### config.mk
export PLATFORM = sky130hd
export DESIGN_NAME = fp_addsub_arbiter
export DESIGN_NICKNAME = d
export VERILOG_FILES = /design/src/rtl/fp_addsub_arbiter.sv
export SDC_FILE = /design/constraint.sdc
export NUM_CORES = 1
export LEC_CHECK = 0
export BUFFER_PORTS_ARGS = -buffer_cell sky130_fd_sc_hd__buf_2
export CAP_MARGIN = 20
export CORE_ASPECT_RATIO = 2
export CORE_MARGIN = 2
export CORE_UTILIZATION = 40
export DETAILED_ROUTE_END_ITERATION = 7
export HOLD_SLACK_MARGIN = 0.05
export PLACE_DENSITY = 0.68
export SLEW_MARGIN = 20
export SYNTH_ARGS = -nofsm -noshare
export SYNTH_HDL_FRONTEND = slang
export SYNTH_SLANG_ARGS = --single-unit
### constraint.sdc
create_clock -name clk -period 46.3 [get_ports clk]
set_clock_uncertainty 0.15 [all_clocks]
set_input_delay 9.26 -clock clk [delete_from_list [all_inputs] [get_ports clk]]
set_output_delay 9.26 -clock clk [all_outputs]
set_load 0.02 [all_outputs]
### src/rtl/fp_addsub_arbiter.sv
// fp_addsub_arbiter: round-robin sharing of one FP32 add/sub datapath among NUM_REQ requesters,
// with operand registers in front of the adder and a result register behind it.
module floating_point_adder_subtracter (
    input  logic [31:0] a,
    input  logic [31:0] b,
    input  logic        sub,
    output logic [31:0] y
);
    logic        sb, swap, sl, eff_sub, sticky, rnd;
    logic [7:0]  ea, eb, el, es, d, sh;
    logic [23:0] ml, ms;
    logic [4:0]  ash, lz;
    logic [26:0] ext, mse, nrm;
    logic [27:0] sum;
    logic [8:0]  e, ef;
    logic [24:0] mr;

    assign sb      = b[31] ^ sub;
    assign ea      = (a[30:23] == 8'd0) ? 8'd1 : a[30:23];
    assign eb      = (b[30:23] == 8'd0) ? 8'd1 : b[30:23];
    assign swap    = b[30:0] > a[30:0];
    assign el      = swap ? eb : ea;
    assign es      = swap ? ea : eb;
    assign ml      = swap ? {|b[30:23], b[22:0]} : {|a[30:23], a[22:0]};
    assign ms      = swap ? {|a[30:23], a[22:0]} : {|b[30:23], b[22:0]};
    assign sl      = swap ? sb : a[31];
    assign eff_sub = a[31] ^ sb;
    // Align the smaller operand keeping guard, round and a sticky bit.
    assign d       = el - es;
    assign ash     = (d > 8'd27) ? 5'd27 : d[4:0];
    assign ext     = {ms, 3'b000};
    assign sticky  = |(ext & ~({27{1'b1}} << ash));
    assign mse     = (ext >> ash) | {26'd0, sticky};
    assign sum     = eff_sub ? {1'b0, ml, 3'b000} - {1'b0, mse} : {1'b0, ml, 3'b000} + {1'b0, mse};

    always_comb begin
        lz = 5'd27;
        for (int i = 0; i < 27; i++)
            if (sum[i]) lz = 5'(26 - i);
    end

    // Left shift is capped so the exponent never drops below 1 (denormal result).
    assign sh  = ({3'b000, lz} > el - 8'd1) ? el - 8'd1 : {3'b000, lz};
    assign nrm = sum[27] ? {sum[27:2], sum[1] | sum[0]} : sum[26:0] << sh;
    assign e   = sum[27] ? {1'b0, el} + 9'd1 : {1'b0, el} - {1'b0, sh};
    assign rnd = nrm[2] & (nrm[1] | nrm[0] | nrm[3]);
    assign mr  = {1'b0, nrm[26:3]} + {24'd0, rnd};
    assign ef  = mr[24] ? e + 9'd1 : (mr[23] ? e : 9'd0);
    assign y   = (sum == 28'd0) ? {a[31] & sb, 31'd0}
               : (ef >= 9'd255) ? {sl, 8'hFF, 23'd0}
               : {sl, ef[7:0], mr[24] ? mr[23:1] : mr[22:0]};
endmodule

module fp_addsub_arbiter #(
    parameter int NUM_REQ = 4,
    parameter int ID_W    = (NUM_REQ > 1) ? $clog2(NUM_REQ) : 1
) (
    input  logic                   clk,
    input  logic                   rst_n,
    input  logic [NUM_REQ-1:0]     req_valid,
    output logic [NUM_REQ-1:0]     req_ready,
    input  logic [32*NUM_REQ-1:0]  req_a,
    input  logic [32*NUM_REQ-1:0]  req_b,
    input  logic [NUM_REQ-1:0]     req_sub,
    output logic [NUM_REQ-1:0]     rsp_valid,
    input  logic [NUM_REQ-1:0]     rsp_ready,
    output logic [31:0]            rsp_data,
    output logic [ID_W-1:0]        rsp_id,
    output logic                   busy
);
    typedef enum logic [1:0] {IDLE, EXEC, RESP} state_t;

    state_t          state, state_nxt;
    logic [ID_W-1:0] ptr, gnt, win;
    logic            found, op_sub;
    logic [31:0]     op_a, op_b, sum;

    floating_point_adder_subtracter u_fp (.a(op_a), .b(op_b), .sub(op_sub), .y(sum));

    // Search starts just after the last winner so it gets lowest priority.
    always_comb begin
        found = 1'b0;
        win   = '0;
        for (int k = 1; k <= NUM_REQ; k++)
            if (!found && req_valid[(int'(ptr) + k) % NUM_REQ]) begin
                found = 1'b1;
                win   = ID_W'((int'(ptr) + k) % NUM_REQ);
            end
    end

    always_comb begin
        state_nxt = state;
        state_nxt = (state == IDLE) ? (found ? EXEC : IDLE)
                  : (state == EXEC) ? RESP
                  : (rsp_ready[gnt] ? IDLE : RESP);
    end

    assign req_ready = (state == IDLE && found) ? NUM_REQ'(1) << win : '0;
    assign rsp_valid = (state == RESP) ? NUM_REQ'(1) << gnt : '0;
    assign busy      = state != IDLE;

    always_ff @(posedge clk or negedge rst_n) begin
        if (!rst_n) begin
            state    <= IDLE;
            ptr      <= ID_W'(NUM_REQ - 1);
            gnt      <= '0;
            op_a     <= '0;
            op_b     <= '0;
            op_sub   <= 1'b0;
            rsp_data <= '0;
            rsp_id   <= '0;
        end else begin
            state <= state_nxt;
            if (state == IDLE && found) begin
                ptr    <= win;
                gnt    <= win;
                op_a   <= req_a[32*win +: 32];
                op_b   <= req_b[32*win +: 32];
                op_sub <= req_sub[win];
            end
            if (state == EXEC) begin
                rsp_data <= sum;
                rsp_id   <= gnt;
            end
        end
    end
endmodule
# Yosys cells after proc, flatten, opt, wreduce, memory -nomap -nowiden
# Cells that the tools add are included.
[totals]
in_bits = 270
register_bits = 105
out_inout_bits = 43
[classes]
eq_ne = 2
n_shift = 7
reduce_logical = 19
add_sub_neg = 12
n_lt_le_gt_ge = 10
n_mux = 74
n_bitwise = 14
[op_table]
columns = ["cell", "n"]
rows = [
  ["128-bit by 8-bit variable part select with 32-bit output", 2],
  ["5-bit two-way mux", 17],
  ["24-bit two-way mux", 2],
  ["4-bit two-way mux", 10],
  ["8-bit two-way mux", 5],
  ["32-bit two-way mux", 1],
  ["31-bit greater-than comparator", 1],
  ["31-bit two-way mux", 1],
  ["27-bit by 27-bit adder with 28-bit output", 1],
  ["28-bit logical NOT", 1],
  ["28-bit two-way mux", 1],
  ["27-bit by 27-bit subtractor with 28-bit output", 1],
  ["27-bit bitwise AND", 1],
  ["27-bit two-way mux", 1],
  ["9-bit two-way mux", 3],
  ["27-bit NOT", 1],
  ["27-bit by 1-bit OR with 27-bit output", 1],
  ["27-bit OR reduction", 1],
  ["27-bit by 5-bit left shift with 27-bit output (first input constant)", 1],
  ["27-bit by 8-bit left shift with 27-bit output", 1],
  ["27-bit by 5-bit right shift with 27-bit output", 1],
  ["24-bit by 1-bit adder with 25-bit output", 1],
  ["23-bit two-way mux", 1],
  ["2-bit two-way mux", 9],
  ["other kinds (28)", 73],
]

# Logic depth before layout (Yosys ltp)
# Gate-level depths: netlist (run 1).
[logic_depth]
word_depth = 53
mapped_depth = 88
ltp_nobuf = 78

# Hierarchy
# From an unflattened synthesis (run 1), not the netlist that was laid out.
[unflattened]
cells_unflattened = 2482
area_unflattened_um2 = 18774.3
[modules_own_cells]
columns = ["mod", "area_each_um2", "n_inst", "cells_per_inst"]
rows = [
  ["floating_point_adder_subtracter", 12904.9, 1, 2000],
  ["fp_addsub_arbiter", 5869.4, 1, 482],
]

# Least setup slack after synthesis (run 1)
# No wires, ideal clock.
[synth_path]
kind = "input to output"
from = "input port req_valid[2]"
to = "output port req_ready[0]"
path_buffers = 2
t_required_ps = 36890
arrival_ps = 10733
path_stages = 7
path_slack_ps = 26157
cell_sequence = "inv_1 > o21ai_0 > a21o_1 > o221ai_1 > clkbuf_1 > buf_1 > nor3_1"
[synth_between]
elab_chain_len = 15
[synth_lines]
columns = ["item", "line_no", "text"]
rows = [
  ["start, declared", "60", "input logic [NUM_REQ-1:0] req_valid,"],
  ["1-bit binary-select mux with 2-bit select", "85", "if (!found && req_valid[(int'(ptr) + k) % NUM_REQ]) begin"],
  ["1-bit two-way mux (not written as such) (2 in a row)", "85", ""],
  ["1-bit two-way mux", "85", ""],
  ["1-bit logical NOT", "85", ""],
  ["1-bit logical AND", "85", ""],
  ["1-bit two-way mux", "85", ""],
  ["1-bit logical NOT", "85", ""],
  ["1-bit logical AND", "85", ""],
  ["1-bit two-way mux", "85", ""],
  ["1-bit logical NOT", "85", ""],
  ["1-bit logical AND", "85", ""],
  ["2-bit two-way mux / 1-bit two-way mux (equally long branches)", "85", ""],
  ["1-bit by 2-bit left shift with 4-bit output / 1-bit logical AND (equally long branches)", "98", "assign req_ready = (state == IDLE && found) ? NUM_REQ'(1) << win : '0;"],
  ["4-bit two-way mux *", "98", ""],
  ["end, declared", "61", "output logic [NUM_REQ-1:0] req_ready,"],
]
# Every way passes the cells marked *; elsewhere a longest branch is shown, timed or not. The select of a mux whose other input is x is not followed.

# Final worst setup path (run 1)
[layout_path]
from = "input port req_valid[0]"
to = "output port req_ready[3]"
# Same word-level chain as after synthesis.

==> results of run 1 <==
[through the flow]
step	instance area (µm²)	setup slack [ns]	utilization
5_1_grt	20210	24.73	0.4517
2_1_floorplan	18040	26.16	-
4_1_cts	20200	25.41	0.4515
3_5_place_dp	19880	25.41	0.4444
3_3_place_gp	19880	25.43	0.4444
6_report	20210	25.08	0.4517
[logic make-up (layout without fill, tap and decap cells)]
kind of cell	Yosys count	after routing	synth area share
AO/OA/AOI/OAI	829	829	0.3217
XOR/XNOR	73	73	0.03586
adder cells (fa/ha/maj)	108	108	0.07505
buffers and inverters	280	475	0.06596
flip-flops	105	105	0.1458
multiplexers	52	52	0.03302
AND/OR/NAND/NOR	1255	1255	0.3226
[state kept, by name, indices dropped and copies added (netlist names)]
| name | flops |
|---|---|
| gnt | 2 |
| op_a | 32 |
| op_b | 32 |
| op_sub | 1 |
| ptr | 2 |
| rsp_data | 32 |
| rsp_id | 2 |
| state | 2 |
[worst max-delay path by stage]
stage | end | slack (ns) | depth (start not counted)
after floorplan | req_ready[0] | 26.16 | 7
after global placement | req_ready[1] | 25.43 | 7
after detailed placement | req_ready[3] | 25.41 | 8
after CTS | req_ready[3] | 25.41 | 8
after global routing | rsp_data[0]$_DFFE_PN0N_ | 24.73 | 77
final | req_ready[3] | 25.08 | 7
[critical path: cells and delay by family]
kind | cells | cell delay [ns]
simple gates | 3 | 0.81
buf+inv | 4 | 1.67
[synthesized netlist by cell type, types with 30 or more instances]
master	instances	area, µm²
ha_1	101	1264
nand2b_1	31	193.9
nor3_1	77	385.4
clkbuf_1	114	427.9
nor2_1	424	1592
nand2_1	400	1501
a21o_1	30	225.2
o21ai_0	218	1091
mux2i_1	39	390.4
nand3_1	125	625.6
o211ai_1	60	450.4
dfrtp_1	103	2577
a211oi_1	30	225.2
a31oi_1	31	193.9
inv_1	104	390.4
a21oi_1	169	845.8
xnor2_1	53	464.2
[final cells by class]
class,count,area (µm²),area share
multi-input combinational,2317,14290,0.7074
sequential,105,2630,0.1302
timing repair buffer,351,1857,0.09189
tap,560,700.7,0.03468
inverter,108,407.9,0.02019
clock buffer,9,225.2,0.01115
clock inverter,7,91.34,0.004520
[cell usage in the layout (no fill, tap or decap), types with 30 or more instances in the layout]
cell / count
nor2_1: 424
nand2_1: 400
buf_2: 311
o21ai_0: 218
a21oi_1: 169
nand3_1: 125
inv_1: 103
dfrtp_1: 103
ha_1: 101
nor3_1: 77
o211ai_1: 60
xnor2_1: 53
buf_4: 40
mux2i_1: 39
a31oi_1: 31
nand2b_1: 30
a211oi_1: 30
a21o_1: 30
[layer usage]
metal | global-route usage | up-vias | share of wire
li1 | - | 10180 | -
met5 | 0 | - | 0
met3 | 0.04287 | 183 | 0.081
met1 | 0.3741 | 10030 | 0.40
met4 | 0.1313 | 0 | 0.050
met2 | 0.4823 | 1067 | 0.46
==> out/metrics.cfg, run 1 <==
[run_status]
status = completed

[drt]
wl_per_cell_um = 20.36
vias = 21450
viasPerCell = 6.206
drc = 0
drtAntennaViolNets = 0
drt_iter0_markers = 1919
routed_wl_um = 70390
dr.pass1.iters = 6

[worst_hold_path]
min_delay_worst_endpoint = rsp_data[22]$_DFFE_PN0N_
hold_depth = 2
min_path_type = flop to flop
hold_start = rsp_data[22]$_DFFE_PN0N_

[synthesis]
synth_seq_cells = 105
ys_warn_count = 0
synth_area_um2 = 18040
async_reset_ff_frac = 1.000
synthCells = 2702
ys_seq_area_frac = 0.1458
yosys.cell_types.count = 130
synth_enable_flop_cells = 0
avgSynthCellArea_um2 = 6.676
synth_nets = 3075
ys.flop_type = dfrtp_1

[timing]
fmax_ghz = 0.04713
min_period_over_period = 0.4582
timing.hold.ws_ns = 0.3297
grt_setup_unrepaired = false
relSlewSlack = 0.2645
finalHoldViolations = 0
tns_ns = 0
period_needed_ns = 21.22
slew_viol_final = 0
setup_viol = 0
worst_pin_slew_ns = 1.099

[worst_setup_path]
crit_arrival_ns = 11.81
slowest_delay_ns = 0.89
crit_path_frequent_cell = buf_2
path_cells = buf_2 -> nor4_1 -> nand2b_2 -> buf_4 -> clkinv_2 -> and3_1 -> buf_2
crit_slowest_cell = clkinv_2
r2r_slack_ns = 25.95
worstPathMaxFanout = 77
cp.required_ns = 36.89
reg2reg_from = op_b[8]$_DFFE_PN0P_
critPathLaunchType = input port
r2r.worst_path.cells = 71
rr_endpoint = rsp_data[0]$_DFFE_PN0N_
critPathKind = input port to primary output
crit_path_end_kind = primary output
critPathLaunch = req_valid[0]

[finish]
fillCellCount = 4676
finalNonFillerCells = 3457
nets = 3265
syn_to_final_growth_pct = 12.01
drive_gt1_frac = 0.1729
antenna_cells = 0

[place]
gp_congestion = 1.001
port_buffers = 312
dp_cells = 3441
hpwl_um = 55140

[clock_network]
cts_buffers = 9
cts.sinks = 105
htreeDepth = 3
cts_hold_buf = 0
root_buffer = clkbuf_16
clkTransAtPathRegs_ns = 0.07
ctsLongestPathBuffers = 2
post_cts_buffers = 0
insertion_delay_ns = 0.39
cts_tree = done
ctsResizeCount = 0

[floorplan]
die_w_um = 154.2
die_h_um = 304.3
dieArea_um2 = 46910
io_pins = 313
num_rows = 110
core_area_um2 = 44730
start_util = 0.4033

[global_routing]
grt_pass1_vias = 20220
grt_overflow = 0
antenna_found_initial = 2
grt_pass1_wl_um = 111000
grt_max_degree = 81
gr-usage-all-layers = 0.2917

[job]
cap_violations = 0

Power of run 1 is not shown: default switching activity piles up to over one toggle a cycle in this logic, so the estimate is an artifact.
==> inputs of run 2 (changes only) <==
ABC_AREA = 1   (was unset)
PLACE_DENSITY = 0.71   (was 0.68)
clock period = 17.2 ns   (was 46.3 ns; I/O delays follow)
==> run 2 against run 1 <==
  * Critical path depth is 86 higher
  * Routed wire length is 2.5% lower
  * Critical endpoint is now rsp_data[1]$_DFFE_PN0N_
  * Synthesized area is 8.7% lower
  * Flip-flop and latch count stayed put
  * Global-route usage is 2.2 points higher
  * Non-clock buffer count is 22 lower
  * Final area is 8.1% lower
  * Register-to-register slack worse by 24 ns
  * Final cell count is 4.4% higher
  * Clock-buffer cell count stayed put
==> out/metrics.cfg, run 2 <==
[run_status]
status = completed

[worst_setup_path]
critPathLaunch = op_a[30]$_DFFE_PN0P_
critPathLaunchType = flop
worstPathMaxFanout = 34  ; -56%
endpoint = rsp_data[1]$_DFFE_PN0N_
r2r.worst_path.cells = 93  ; +31%
cp.required_ns = 17.32  ; -19.57 ns
crit_path_frequent_cell = nand2_1
path_buf_inv = 18  ; +14
path_delay_family = simple AND/OR/NAND/NOR gates
rr_endpoint = rsp_data[1]$_DFFE_PN0N_
slowest_delay_ns = 0.43  ; -0.46 ns
critPathKind = flop to flop
crit_path_end_kind = flop
crit_slowest_cell = a31oi_1
critical_path_depth = 93  ; +86
reg2reg_from = op_a[30]$_DFFE_PN0P_
crit_arrival_ns = 15.85  ; +4.04 ns
r2r_slack_ns = 1.47  ; -24.48 ns

[drt]
viasPerCell = 5.615  ; -9.5%
vias = 20260  ; -5.5%
dr.pass1.iters = 6  ; unchanged
drt_iter0_markers = 1508  ; -21%
drc = 0  ; unchanged
drtAntennaViolNets = 0  ; unchanged
routed_wl_um = 68600  ; -2.5%
wl_per_cell_um = 19.01  ; -6.6%

[floorplan]
io_pins = 313  ; unchanged
die_h_um = 291.0  ; -4.4%
dieArea_um2 = 42920  ; -8.5%
die_w_um = 147.5  ; -4.3%
num_rows = 105  ; -4.5%
start_util = 0.4032  ; about the same
core_area_um2 = 40860  ; -8.7%

[clock_network]
cts_buffers = 9  ; unchanged
root_buffer = clkbuf_16
cts.sinks = 105  ; unchanged
cts_tree = done
insertion_delay_ns = 0.38  ; about the same
clkTransAtPathRegs_ns = 0.09  ; +0.02 ns
ctsLongestPathBuffers = 2  ; unchanged
htreeDepth = 3  ; unchanged

[synthesis]
synth_enable_flop_cells = 0  ; unchanged
ys_seq_area_frac = 0.1597  ; +0.01385
synth_top_area_frac = 0.1755  ; +0.03257
yosys.area_share.simple = 0.4291  ; +0.1065
synth_common_cells = 770 x nand2_1, 357 x nand3_1, 318 x nor2_1
muxShareOfSynthArea = 0  ; -0.03302
synthCells = 2870  ; +6.2%
yosysMostFrequentCell = nand2_1
yosys-top-cells-area = nand2_1 18%, dfrtp_1 16%, nand3_1 11%
ys.flop_type = dfrtp_1
synth_xor_area_frac = 0.02453  ; -0.01133
synth_area_um2 = 16470  ; -8.7%
synth_compound_area_frac = 0.1924  ; -0.1293
synth_adder_area_share = 0.07914  ; +0.004093
synth_top_family_by_area = simple AND/OR/NAND/NOR gates
avgSynthCellArea_um2 = 5.740  ; -14%
synth_seq_cells = 105  ; unchanged
ys_warn_count = 0  ; unchanged
yosys.cell_types.count = 61  ; -53%
yosysTopAreaCell = nand2_1
async_reset_ff_frac = 1.000  ; unchanged
synth_nets = 3243  ; +5.5%

[timing]
setup_viol = 0  ; unchanged
slew_viol_final = 0  ; unchanged
grt_setup_unrepaired = false
min_period_over_period = 0.9146
worst_pin_slew_ns = 1.018  ; -0.08135 ns
tns_ns = 0  ; unchanged
fmax_ghz = 0.06357
final.setup.worst_slack_ns = 1.469  ; -23.61 ns
relSlewSlack = 0.3143  ; +0.04977
finalHoldViolations = 0  ; unchanged
period_needed_ns = 15.73

[finish]
mostFrequentLayoutCell = nand2_1
nets = 3441  ; +5.4%
layout_common_cells = 768 x nand2_1, 357 x nand3_1, 318 x nor2_1
finalCoreUtilization = 0.4543  ; +0.002575
fillCellCount = 4509  ; -3.6%
drive_gt1_frac = 0.1624  ; -0.01056
syn_to_final_growth_pct = 12.68
largestRegisters = op_a x32, op_b x32, rsp_data x32

[place]
port_buffers = 312  ; unchanged
hpwl_um = 55800  ; +1.2%
place_ws_ns = 0.8941  ; -24.52 ns
gp_congestion = 1.066  ; +6.5%

[global_routing]
gr-usage-all-layers = 0.3139  ; +0.02225
grt_pass1_wl_um = 104900  ; -5.5%
grt_pass1_vias = 19700  ; -2.6%
grt_overflow = 0  ; unchanged
grt_max_degree = 104  ; +28%
antenna_found_initial = 1  ; -1

[job]
cap_violations = 0  ; unchanged

[worst_hold_path]
min_path_type = flop to flop

[run 2: cell count changes after synthesis, moves of 42 or more]
cell	delta
o211ai_1	-48
a21oi_1	-62
inv_1	+182
xnor2_1	-42
nand2_1	+370
o21ai_0	+48
nand3_1	+232
nor2_1	-106
nor3_1	-55
[run 2: logic make-up after synthesis]
family / count (synthesis)
adders and majority gates: 103
and+or+nand+nor: 1602
xor gates and xnor gates: 41
buffers and inverters: 466
DFF: 105
AOI/OAI and AO/OA: 553
[run 2: worst min path at each step]
stage                             startpoint                  endpoint  cells after the start  slack [ns]
detailed placement  rsp_data[30]$_DFFE_PN0N_  rsp_data[30]$_DFFE_PN0N_                      2        0.31
finish              rsp_data[30]$_DFFE_PN0N_  rsp_data[30]$_DFFE_PN0N_                      2        0.33
floorplan                 op_sub$_DFFE_PN0P_        op_sub$_DFFE_PN0P_                      2        0.32
global route        rsp_data[30]$_DFFE_PN0N_  rsp_data[30]$_DFFE_PN0N_                      2        0.35
global placement    rsp_data[23]$_DFFE_PN0N_  rsp_data[23]$_DFFE_PN0N_                      2        0.31
CTS                 rsp_data[30]$_DFFE_PN0N_  rsp_data[30]$_DFFE_PN0N_                      2        0.33
[run 2: per-stage QoR]
step	instance area (µm²)	cells	hold slack, ns
CTS	18490	3607	0.3331
finish	18560	3609	0.3301
global placement	18160	3591	0.3094
detailed placement	18160	3591	0.3115
floorplan	16470	2870	0.3185
global route	18560	3609	0.3550
[run 2: area by class of cell]
type / count / area (µm²) / share of cell area
clock inverters: 7 / 98.84 / 0.005325
flip-flops and latches: 105 / 2630 / 0.1417
repair inverters: 1 / 5.005 / 0.0002696
repair buffers: 329 / 1704 / 0.09181
diodes: 1 / 2.502 / 0.0001348
multi-input cells: 2299 / 12010 / 0.6468
clock buffers: 9 / 225.2 / 0.01213
inverters: 323 / 1221 / 0.06579
well taps: 535 / 669.4 / 0.03606
[run 2: metal layers]
layer / part of all wire / up-vias / GRT usage
li1: - / 9893 / -
met1: 0.33 / 9222 / 0.2947
met2: 0.52 / 869 / 0.5936
met3: 0.048 / 280 / 0.03433
met4: 0.10 / 0 / 0.2667
met5: 0 / - / 0
[run 2: timing repair]
item                       CTS  global route
setup buffers                0             0
hold buffers                 0             0
setup endpoints to repair    0            31
gates resized for setup      0            14
[run 2: worst reg2reg max path, delay by kind of cell, from the launching register on]
| kind | cells | cell delay (ns) |
|---|---|---|
| buf+inv | 18 | 2.41 |
| xor+xnor | 2 | 0.66 |
| fa+ha+maj | 7 | 1.91 |
| flops | 1 | 0.38 |
| compound gates | 20 | 3.62 |
| simple gates | 46 | 6.47 |
Power of run 2 is left out for the same reason.
